**config.mk**
```make
export PLATFORM = sky130hd
export DESIGN_NAME = barramento_snooping
export DESIGN_NICKNAME = d
export VERILOG_FILES = /design/src/rtl/barramento_snooping_pkg.sv /design/src/rtl/barramento_snooping_arbitro_rr.sv /design/src/rtl/barramento_snooping.sv
export SDC_FILE = /design/constraint.sdc
export NUM_CORES = 1
export LEC_CHECK = 0
export CORE_UTILIZATION = 53
export CTS_BUF_LIST = sky130_fd_sc_hd__clkbuf_4
export DETAILED_ROUTE_END_ITERATION = 16
export HOLD_SLACK_MARGIN = 0.03
export PLACE_DENSITY = 0.85
export SLEW_MARGIN = 0
export SYNTH_ARGS = -nofsm -noshare
export SYNTH_HDL_FRONTEND = slang
export SYNTH_SLANG_ARGS = --single-unit
```
**constraint.sdc**
```tcl
create_clock -name clock -period 2.52 [get_ports clock]
set_input_delay 0.63 -clock clock [delete_from_list [all_inputs] [get_ports clock]]
set_output_delay 0.63 -clock clock [all_outputs]
set_load 0.05 [all_outputs]
```
**src/rtl/barramento_snooping_pkg.sv**
```systemverilog
// rtl/barramento_snooping_pkg.sv - shared bus message, FSM state and MSI codes
// Shared by the snooping bus controller and the cache MSI state machine.
package barramento_snooping_pkg;

  // Messages a cache places on the snooping bus.
  typedef enum logic [1:0] {
    MSG_INVALIDAR    = 2'b00,
    MSG_READ_MISS    = 2'b01,
    MSG_WRITE_MISS   = 2'b10,
    MSG_SEM_MENSAGEM = 2'b11
  } bus_msg_e;

  // Bus controller states.
  typedef enum logic [2:0] {
    ST_IDLE      = 3'd0,
    ST_SNOOP     = 3'd1,
    ST_WRITEBACK = 3'd2,
    ST_MEMACCESS = 3'd3,
    ST_DONE      = 3'd4
  } bus_state_e;

  // Cache line states and processor operations used by the cache MSI machine.
  typedef enum logic [1:0] {
    MSI_INVALID  = 2'b00,
    MSI_SHARED   = 2'b01,
    MSI_MODIFIED = 2'b10
  } msi_state_e;

  typedef enum logic [1:0] {
    OP_NONE  = 2'b00,
    OP_READ  = 2'b01,
    OP_WRITE = 2'b10
  } cpu_op_e;

  // Index value meaning "no cache".
  localparam logic [1:0] NO_INDEX = 2'b11;

  function automatic logic [2:0] onehot3(input logic [1:0] idx);
    logic [2:0] v;
    v = 3'b000;
    if (idx != NO_INDEX) v[idx] = 1'b1;
    return v;
  endfunction

  function automatic logic [1:0] lowest_index(input logic [2:0] v);
    if (v[0]) return 2'd0;
    if (v[1]) return 2'd1;
    if (v[2]) return 2'd2;
    return NO_INDEX;
  endfunction

  function automatic logic more_than_one(input logic [2:0] v);
    return (v & (v - 3'd1)) != 3'b000;
  endfunction

endpackage

```
**src/rtl/barramento_snooping_arbitro_rr.sv**
```systemverilog
// rtl/barramento_snooping_arbitro_rr.sv - three-way round-robin arbiter
// Purpose: pick the first requester after the last granted index.
// Ports: req[2:0] requests, pointer last granted index, grant chosen index (11 = none).
module arbitro_rr
  import barramento_snooping_pkg::*;
(
  input  logic [2:0] req,
  input  logic [1:0] pointer,
  output logic [1:0] grant
);

  function automatic logic [1:0] next_idx(input logic [1:0] i);
    return (i >= 2'd2) ? 2'd0 : i + 2'd1;
  endfunction

  logic [1:0] c0, c1, c2;

  always_comb begin
    c0 = next_idx(pointer);
    c1 = next_idx(c0);
    c2 = next_idx(c1);
    grant = NO_INDEX;
    if (req[c0])      grant = c0;
    else if (req[c1]) grant = c1;
    else if (req[c2]) grant = c2;
  end

endmodule

```
**src/rtl/barramento_snooping.sv**
```systemverilog
// rtl/barramento_snooping.sv - snooping bus controller for three MSI caches
// Purpose: arbitrate cache requests, broadcast the message, run writeback or
//   memory access, and acknowledge the owner.
// Ports: clock/reset (async active-low); req, msg0-2, wb, abort, memReady in;
//   busMsg, busOwner, snoopValid, memRead, memWrite, dataOwner, ack, error out.
module barramento_snooping
  import barramento_snooping_pkg::*;
#(
  parameter int unsigned TIMEOUT = 255
) (
  input  logic       clock,
  input  logic       reset,
  input  logic [2:0] req,
  input  logic [1:0] msg0,
  input  logic [1:0] msg1,
  input  logic [1:0] msg2,
  input  logic [2:0] wb,
  input  logic [2:0] abort,
  input  logic       memReady,
  output logic [1:0] busMsg,
  output logic [1:0] busOwner,
  output logic [2:0] snoopValid,
  output logic       memRead,
  output logic       memWrite,
  output logic [1:0] dataOwner,
  output logic [2:0] ack,
  output logic       error
);

  localparam logic [7:0] TIMEOUT_CNT = 8'(TIMEOUT);

  bus_state_e state_q, state_d;
  bus_msg_e   msg_q, msg_d, sel_msg;
  logic [1:0] owner_q, owner_d, ptr_q, ptr_d, grant;
  logic [7:0] cnt_q, cnt_d;
  logic [1:0] bus_msg_q, bus_msg_d, bus_owner_q, bus_owner_d;
  logic [1:0] data_owner_q, data_owner_d;
  logic [2:0] snoop_valid_q, snoop_valid_d, ack_q, ack_d;
  logic       mem_read_q, mem_read_d, mem_write_q, mem_write_d;
  logic       error_q, error_d;
  logic [2:0] snoop_abort, snoop_wb_only;

  arbitro_rr u_arbitro_rr (
    .req     (req),
    .pointer (ptr_q),
    .grant   (grant)
  );

  always_comb begin
    state_d      = state_q;
    msg_d        = msg_q;
    owner_d      = owner_q;
    ptr_d        = ptr_q;
    cnt_d        = cnt_q;
    data_owner_d = data_owner_q;
    error_d      = error_q;

    case (grant)
      2'd0:    sel_msg = bus_msg_e'(msg0);
      2'd1:    sel_msg = bus_msg_e'(msg1);
      default: sel_msg = bus_msg_e'(msg2);
    endcase

    // snoop_valid_q already excludes the owner, so the owner's wb/abort never count.
    snoop_abort   = abort & snoop_valid_q;
    snoop_wb_only = wb & ~abort & snoop_valid_q;

    case (state_q)
      ST_IDLE: begin
        if (grant != NO_INDEX) begin
          owner_d = grant;
          msg_d   = sel_msg;
          state_d = (sel_msg == MSG_SEM_MENSAGEM) ? ST_DONE : ST_SNOOP;
        end
      end
      ST_SNOOP: begin
        if (more_than_one(snoop_abort) || (snoop_wb_only != 3'b000)) error_d = 1'b1;
        cnt_d = 8'd0;
        if (msg_q == MSG_INVALIDAR) begin
          state_d = ST_DONE;
        end else if (snoop_abort != 3'b000) begin
          state_d      = ST_WRITEBACK;
          data_owner_d = lowest_index(snoop_abort);
        end else begin
          state_d = ST_MEMACCESS;
        end
      end
      ST_WRITEBACK, ST_MEMACCESS: begin
        if (memReady) begin
          state_d = ST_DONE;
        end else begin
          cnt_d = cnt_q + 8'd1;
          if (cnt_d == TIMEOUT_CNT) begin
            error_d = 1'b1;
            state_d = ST_DONE;
          end
        end
      end
      ST_DONE: begin
        ptr_d   = owner_q;
        state_d = ST_IDLE;
      end
      default: state_d = ST_IDLE;
    endcase

    // Outputs are registered: decode them from the next state.
    if (state_d != ST_WRITEBACK) data_owner_d = NO_INDEX;
    bus_msg_d     = (state_d == ST_SNOOP) ? msg_d : MSG_SEM_MENSAGEM;
    bus_owner_d   = (state_d == ST_IDLE) ? NO_INDEX : owner_d;
    snoop_valid_d = (state_d == ST_SNOOP) ? ~onehot3(owner_d) : 3'b000;
    mem_read_d    = (state_d == ST_MEMACCESS);
    mem_write_d   = (state_d == ST_WRITEBACK);
    ack_d         = (state_d == ST_DONE) ? onehot3(owner_d) : 3'b000;
  end

  always_ff @(posedge clock or negedge reset) begin
    if (!reset) begin
      state_q       <= ST_IDLE;
      msg_q         <= MSG_SEM_MENSAGEM;
      owner_q       <= NO_INDEX;
      ptr_q         <= 2'd2;
      cnt_q         <= 8'd0;
      bus_msg_q     <= MSG_SEM_MENSAGEM;
      bus_owner_q   <= NO_INDEX;
      data_owner_q  <= NO_INDEX;
      snoop_valid_q <= 3'b000;
      mem_read_q    <= 1'b0;
      mem_write_q   <= 1'b0;
      ack_q         <= 3'b000;
      error_q       <= 1'b0;
    end else begin
      state_q       <= state_d;
      msg_q         <= msg_d;
      owner_q       <= owner_d;
      ptr_q         <= ptr_d;
      cnt_q         <= cnt_d;
      bus_msg_q     <= bus_msg_d;
      bus_owner_q   <= bus_owner_d;
      data_owner_q  <= data_owner_d;
      snoop_valid_q <= snoop_valid_d;
      mem_read_q    <= mem_read_d;
      mem_write_q   <= mem_write_d;
      ack_q         <= ack_d;
      error_q       <= error_d;
    end
  end

  assign busMsg     = bus_msg_q;
  assign busOwner   = bus_owner_q;
  assign snoopValid = snoop_valid_q;
  assign memRead    = mem_read_q;
  assign memWrite   = mem_write_q;
  assign dataOwner  = data_owner_q;
  assign ack        = ack_q;
  assign error      = error_q;

endmodule
```
# After elaboration in Yosys (flattened, before gate mapping)
# Cells that the tools add are included.
[totals]
word_cells = 128
output_inout_bits = 15
ff_bits = 32
[op_classes]
addsub = 5
mux = 62
reduce_logical = 16
n_bitwise = 6
eq_ne = 18
magnitude_cmp = 8
[ops]
columns = ["op", "n"]
rows = [
  ["$mux 2", 22],
  ["$mux 3", 8],
  ["$mux 1", 23],
  ["$pmux 8 s2", 1],
  ["$and 3x3->3", 4],
  ["$eq 3x2->1 const B", 4],
  ["$lt 2x3->1 const B", 4],
  ["$ne 2x2->1 const B", 5],
  ["$pmux 3 s3", 1],
  ["$reduce_bool 3->1", 3],
  ["$add 8x1->8 const B", 1],
  ["$eq 8x8->1 const B", 1],
  ["$mux 8", 1],
  ["$add 2x1->2 const B", 3],
  ["$bmux 1 s2", 3],
  ["$eq 3x1->1 const B", 2],
  ["$eq 3x3->1 const B", 2],
  ["$ge 2x2->1 const B", 3],
  ["$logic_not 3->1", 2],
  ["$not 3->3", 2],
  ["$reduce_bool 2->1", 3],
  ["$logic_not 2->1", 2],
  ["$pmux 2 s2", 1],
  ["$reduce_and 4->1", 1],
  ["other kinds (13)", 13],
]

# Logic depth before layout (Yosys ltp)
[depth]
word_depth = 21
ltp_mapped = 8
ltp_nobuf = 8

# Cells and area by module
# Synthesis repeated with hierarchy kept, for this count alone.
[unflattened]
cells_unflattened = 171
area_unflattened_um2 = 1684.1
[by_module_without_submodules]
columns = ["mod", "instances", "cells_per_inst", "seq_area_each_um2", "area_each_um2"]
rows = [
  ["barramento_snooping", 1, 166, 814.5, 1649.1],
  ["arbitro_rr", 1, 5, 0.0, 35.0],
]

# Worst setup path after synthesis
# OpenSTA, ideal clock, no wires.
[synth_path]
kind = "flip-flop to flip-flop"
startpoint = "reg cnt_q[0]"
endpoint = "reg state_q[0]"
required_ns = 2.401
stages_incl_launch_ff = 8
n_path_buf = 0
setup_slack_ns = 0.546
arrival_time_ns = 1.855
setup_ns = 0.119
cell_sequence = "dfrtp_1 -> ha_1 -> nand3_4 -> or3_4 -> a2111oi_4 -> nor2_2 -> a21o_1 -> nand2b_4"
[synth_between]
elab_chain_cells = 5
[synth_lines]
columns = ["item", "line", "rtl"]
rows = [
  ["start: declaration", "barramento_snooping.sv:35", "logic [7:0] cnt_q, cnt_d;"],
  ["start signal: assignment", "barramento_snooping.sv:136", "cnt_q <= cnt_d;"],
  ["$add 8x1->8", "barramento_snooping.sv:92", "cnt_d = cnt_q + 8'd1;"],
  ["$eq 8x8->1", "barramento_snooping.sv:93", "if (cnt_d == TIMEOUT_CNT) begin"],
  ["$mux 3", "barramento_snooping.sv:93", ""],
  ["$mux 3", "barramento_snooping.sv:89", "if (memReady) begin"],
  ["$pmux 3 s3", "barramento_snooping.sv:68", "case (state_q)"],
  ["via state_d[0]", "barramento_snooping.sv:32", "bus_state_e state_q, state_d;"],
  ["end signal: assignment", "barramento_snooping.sv:132", "state_q <= state_d;"],
  ["end: declaration", "barramento_snooping.sv:32", ""],
]
# The timed path passes the listed nets, and every way through them passes these cells.
# A chain may end at the register's enable or synchronous reset.

# Worst setup path in the final report
[layout_path]
startpoint = "reg data_owner_q[1], in the netlist dataOwner[1]"
endpoint = "out dataOwner[1]"
[layout_lines]
columns = ["item", "line", "rtl"]
rows = [
  ["start: declaration", "barramento_snooping.sv:37", "logic [1:0] data_owner_q, data_owner_d;"],
  ["start signal: assignment", "barramento_snooping.sv:139", "data_owner_q <= data_owner_d;"],
  ["end: declaration", "barramento_snooping.sv:25", "output logic [1:0] dataOwner,"],
]
# No word-level cell between the ends.

==> results.sh <==
export IMPL_outcome="finished clean"
export IMPL_antennaDiodeCount=0
export IMPL_htree_levels=2
export IMPL_syn_inst=172
export IMPL_min_path_type="reg -> reg"
export IMPL_cts_made_buffers=5
export IMPL_rsz0062_at_grt="no"
export IMPL_grt_pass1_wl_um=6270
export IMPL_synth_fp_nets=192
export IMPL_postLayoutCellArea_um2=2150
export IMPL_finalPower_mw=2.42
export IMPL_vias_per_cell=5.54
export IMPL_clkSinkCount=32
export IMPL_io_buffer_count=32
export IMPL_max_slew_margin_pct=59.9
export IMPL_holdBufCountCts=0
export IMPL_finalNonFillerCells=258
export IMPL_syn_area_um2=1670
export IMPL_die_h_um=58.2
export IMPL_finalCriticalPeriod_ns=2.30
export IMPL_die_w_um=58.2
export IMPL_seq_area_um2=815
export IMPL_cp_start_kind="flip-flop"
export IMPL_powerDensity_nw_per_um2=1130
export IMPL_synth_ff_type="dfrtp_1"
export IMPL_finalSetupTns_ns=0
export IMPL_hpwl_um=2840
export IMPL_ff2ff_setup_slack_ns=0.36
export IMPL_gp_congestion=0.830
export IMPL_rr_startpoint="cnt_q[0]$_DFFE_PN0P_"
export IMPL_cp_arrival_ns=1.67
export IMPL_layout_nets=233
export IMPL_finalMaxSlewViolations=0
export IMPL_finalSetupViolCount=0
export IMPL_power_leakage_nw=0.863
export IMPL_initial_core_util_pct=55.3
export IMPL_multi_input_comb_area_um2=815
export IMPL_cpLargestDelayFamily="buffers and inverters"
export IMPL_worstHoldStart="error$_DFFE_PN0P_"
export IMPL_hold_depth=2
export IMPL_cap_violations=0
export IMPL_crit_path_max_fanout=2
export IMPL_ys_seq_area_share_pct=48.7
export IMPL_drc=0
export IMPL_critPathKind="reg -> out"
export IMPL_wl_per_cell_um=14.6
export IMPL_cts_resized=0
export IMPL_drt_iter0_drc=68
export IMPL_synth_edf_count=0
export IMPL_fillers=229
export IMPL_antenna_found_initial=0
export IMPL_avgSynthCellArea_um2=9.73
export IMPL_clkLatencyLatePin_ns=0.33
export IMPL_place_area_um2=2070
export IMPL_crit_required_ns=1.89
export IMPL_placeableCoreArea_um2=3030
export IMPL_area_growth_pct=28.3
export IMPL_reg2reg_depth=7
export IMPL_ant_nets=0
export IMPL_ir_drop_mv=0.778
export IMPL_post_place_ws_ns=0.0169
export IMPL_ys_ff_latch=32
export IMPL_root_buffer="clkbuf_4"
export IMPL_routed_wl_um=3770
export IMPL_dp_cells=250
export IMPL_fin_worst_skew_ns=0.00805
export IMPL_synth_cell_type_count=48
export IMPL_crit_path_max_incr_delay_ns=0.79
export IMPL_worst_slew_pin_slew_ns=0.595
export IMPL_cp_num_buf_inv=1
export IMPL_drive_above_1_share_pct=16.4
export IMPL_clockBufferDepth=2
export IMPL_cts_tree="built"
export IMPL_io_pins=33
export IMPL_track_usage_pct=25.2
export IMPL_fp_dieArea_um2=3390
export IMPL_fmax_mhz=434
export IMPL_r2r_end="state_q[0]$_DFF_PN0_"
export IMPL_crit_slowest_cell="clkdlybuf4s50_1"
export IMPL_path_cells="clkdlybuf4s50_1"
export IMPL_synthArstFlopShare_pct=100
export IMPL_hold_viol=0
export IMPL_first_pass_iters=5
export IMPL_num_rows=20
export IMPL_vias=1429
export IMPL_yosysWarnings=0
export IMPL_worstSetupEndpointType="output port"
export IMPL_grt_max_degree=33
export IMPL_setup_ws_ns=0.218
export IMPL_hold_end="error$_DFFE_PN0P_"
export IMPL_min_period_over_period_pct=91.3
export IMPL_clk_pin_slew_ns=0.10
export IMPL_grt_pass1_vias=1407
export IMPL_grt_ovfl_total=0
export IMPL_cts_setup_buffers=0
-- per-layer routing --
layer	wire length [um]	track usage [%]
met5	0	0
met4	20	7.82
met3	149	7.37
met2	2000	44.7
met1	1600	29.5
-- kinds of logic after synthesis --
family,count (synthesis),synth area share (%)
mux,2,1.35
simple gates,67,21.4
xor+xnor,3,1.57
fa+ha+maj,2,1.49
flops,32,48.7
compound gates,55,22.9
buf+inv,11,2.69
-- flip-flops by register name, summed over array words and instances, names as in the netlist --
signal / cells
memWrite: 1
snoopValid: 3
busMsg: 2
busOwner: 2
cnt_q: 8
dataOwner: 2
memRead: 1
owner_q: 2
state_q: 3
ack: 3
error: 1
ptr_q: 2
msg_q: 2
-- worst max path at each step --
stage	startpoint	endpoint	cells after the start
CTS	dataOwner[0]$_DFFE_PN1P_	dataOwner[0]	1
global route	dataOwner[0]$_DFFE_PN1P_	dataOwner[0]	1
detailed placement	req[2]	busOwner[1]$_DFF_PN1_	7
global placement	req[1]	snoopValid[2]$_DFF_PN0_	7
floorplan	cnt_q[0]$_DFFE_PN0P_	state_q[0]$_DFF_PN0_	7
finish	dataOwner[1]$_DFFE_PN1P_	dataOwner[1]	1
-- Yosys cell counts (3+ instances only) --
cell type	number	area share (%)
nand2b_1	7	2.6
a21oi_1	11	3.3
dfstp_2	11	17
nor2_1	20	4.5
inv_1	8	1.8
nand3_1	4	1.2
nor2b_1	3	1.1
dfrtp_1	21	31
o21ai_0	17	5.1
o31ai_1	4	1.8
nand2_1	14	3.1
-- where the power goes --
group / internal, mW / switching (mW)
clock: 0.202 / 0.173
combinational: 0.445 / 0.717
sequential: 0.731 / 0.148
total: 1.38 / 1.04
-- cells in the final DEF (no fill, tap or decap), types with 3 or more instances in the layout --
cell type / Yosys / routed
nor2_1: 20 / 20
clkdlybuf4s50_1: 0 / 32
buf_4: 1 / 5
nand3_1: 4 / 4
dfstp_2: 11 / 11
nand2b_1: 7 / 7
nand2_1: 14 / 14
o21ai_0: 17 / 17
nor2b_1: 3 / 3
dfrtp_1: 21 / 21
inv_1: 8 / 8
clkbuf_4: 0 / 5
a21oi_1: 11 / 11
o31ai_1: 4 / 4
-- area by class of cell --
class                   instances  share of cell area (%)
clock buffers                   5                    1.75
clock inverters                 3                    1.75
inverters                       8                    1.40
multi-input cells             129                    37.9
flip-flops and latches         32                    37.9
well taps                      44                    2.56
repair buffers                 37                    16.7
-- metrics by stage --
step                utilization (%)  hold WS [ns]
floorplan                         -         0.334
global placement               68.4         0.453
detailed placement             68.4         0.467
CTS                            70.9         0.490
global route                   70.9         0.504
finish                         70.9         0.479
Power figures use the tool's default switching activity.
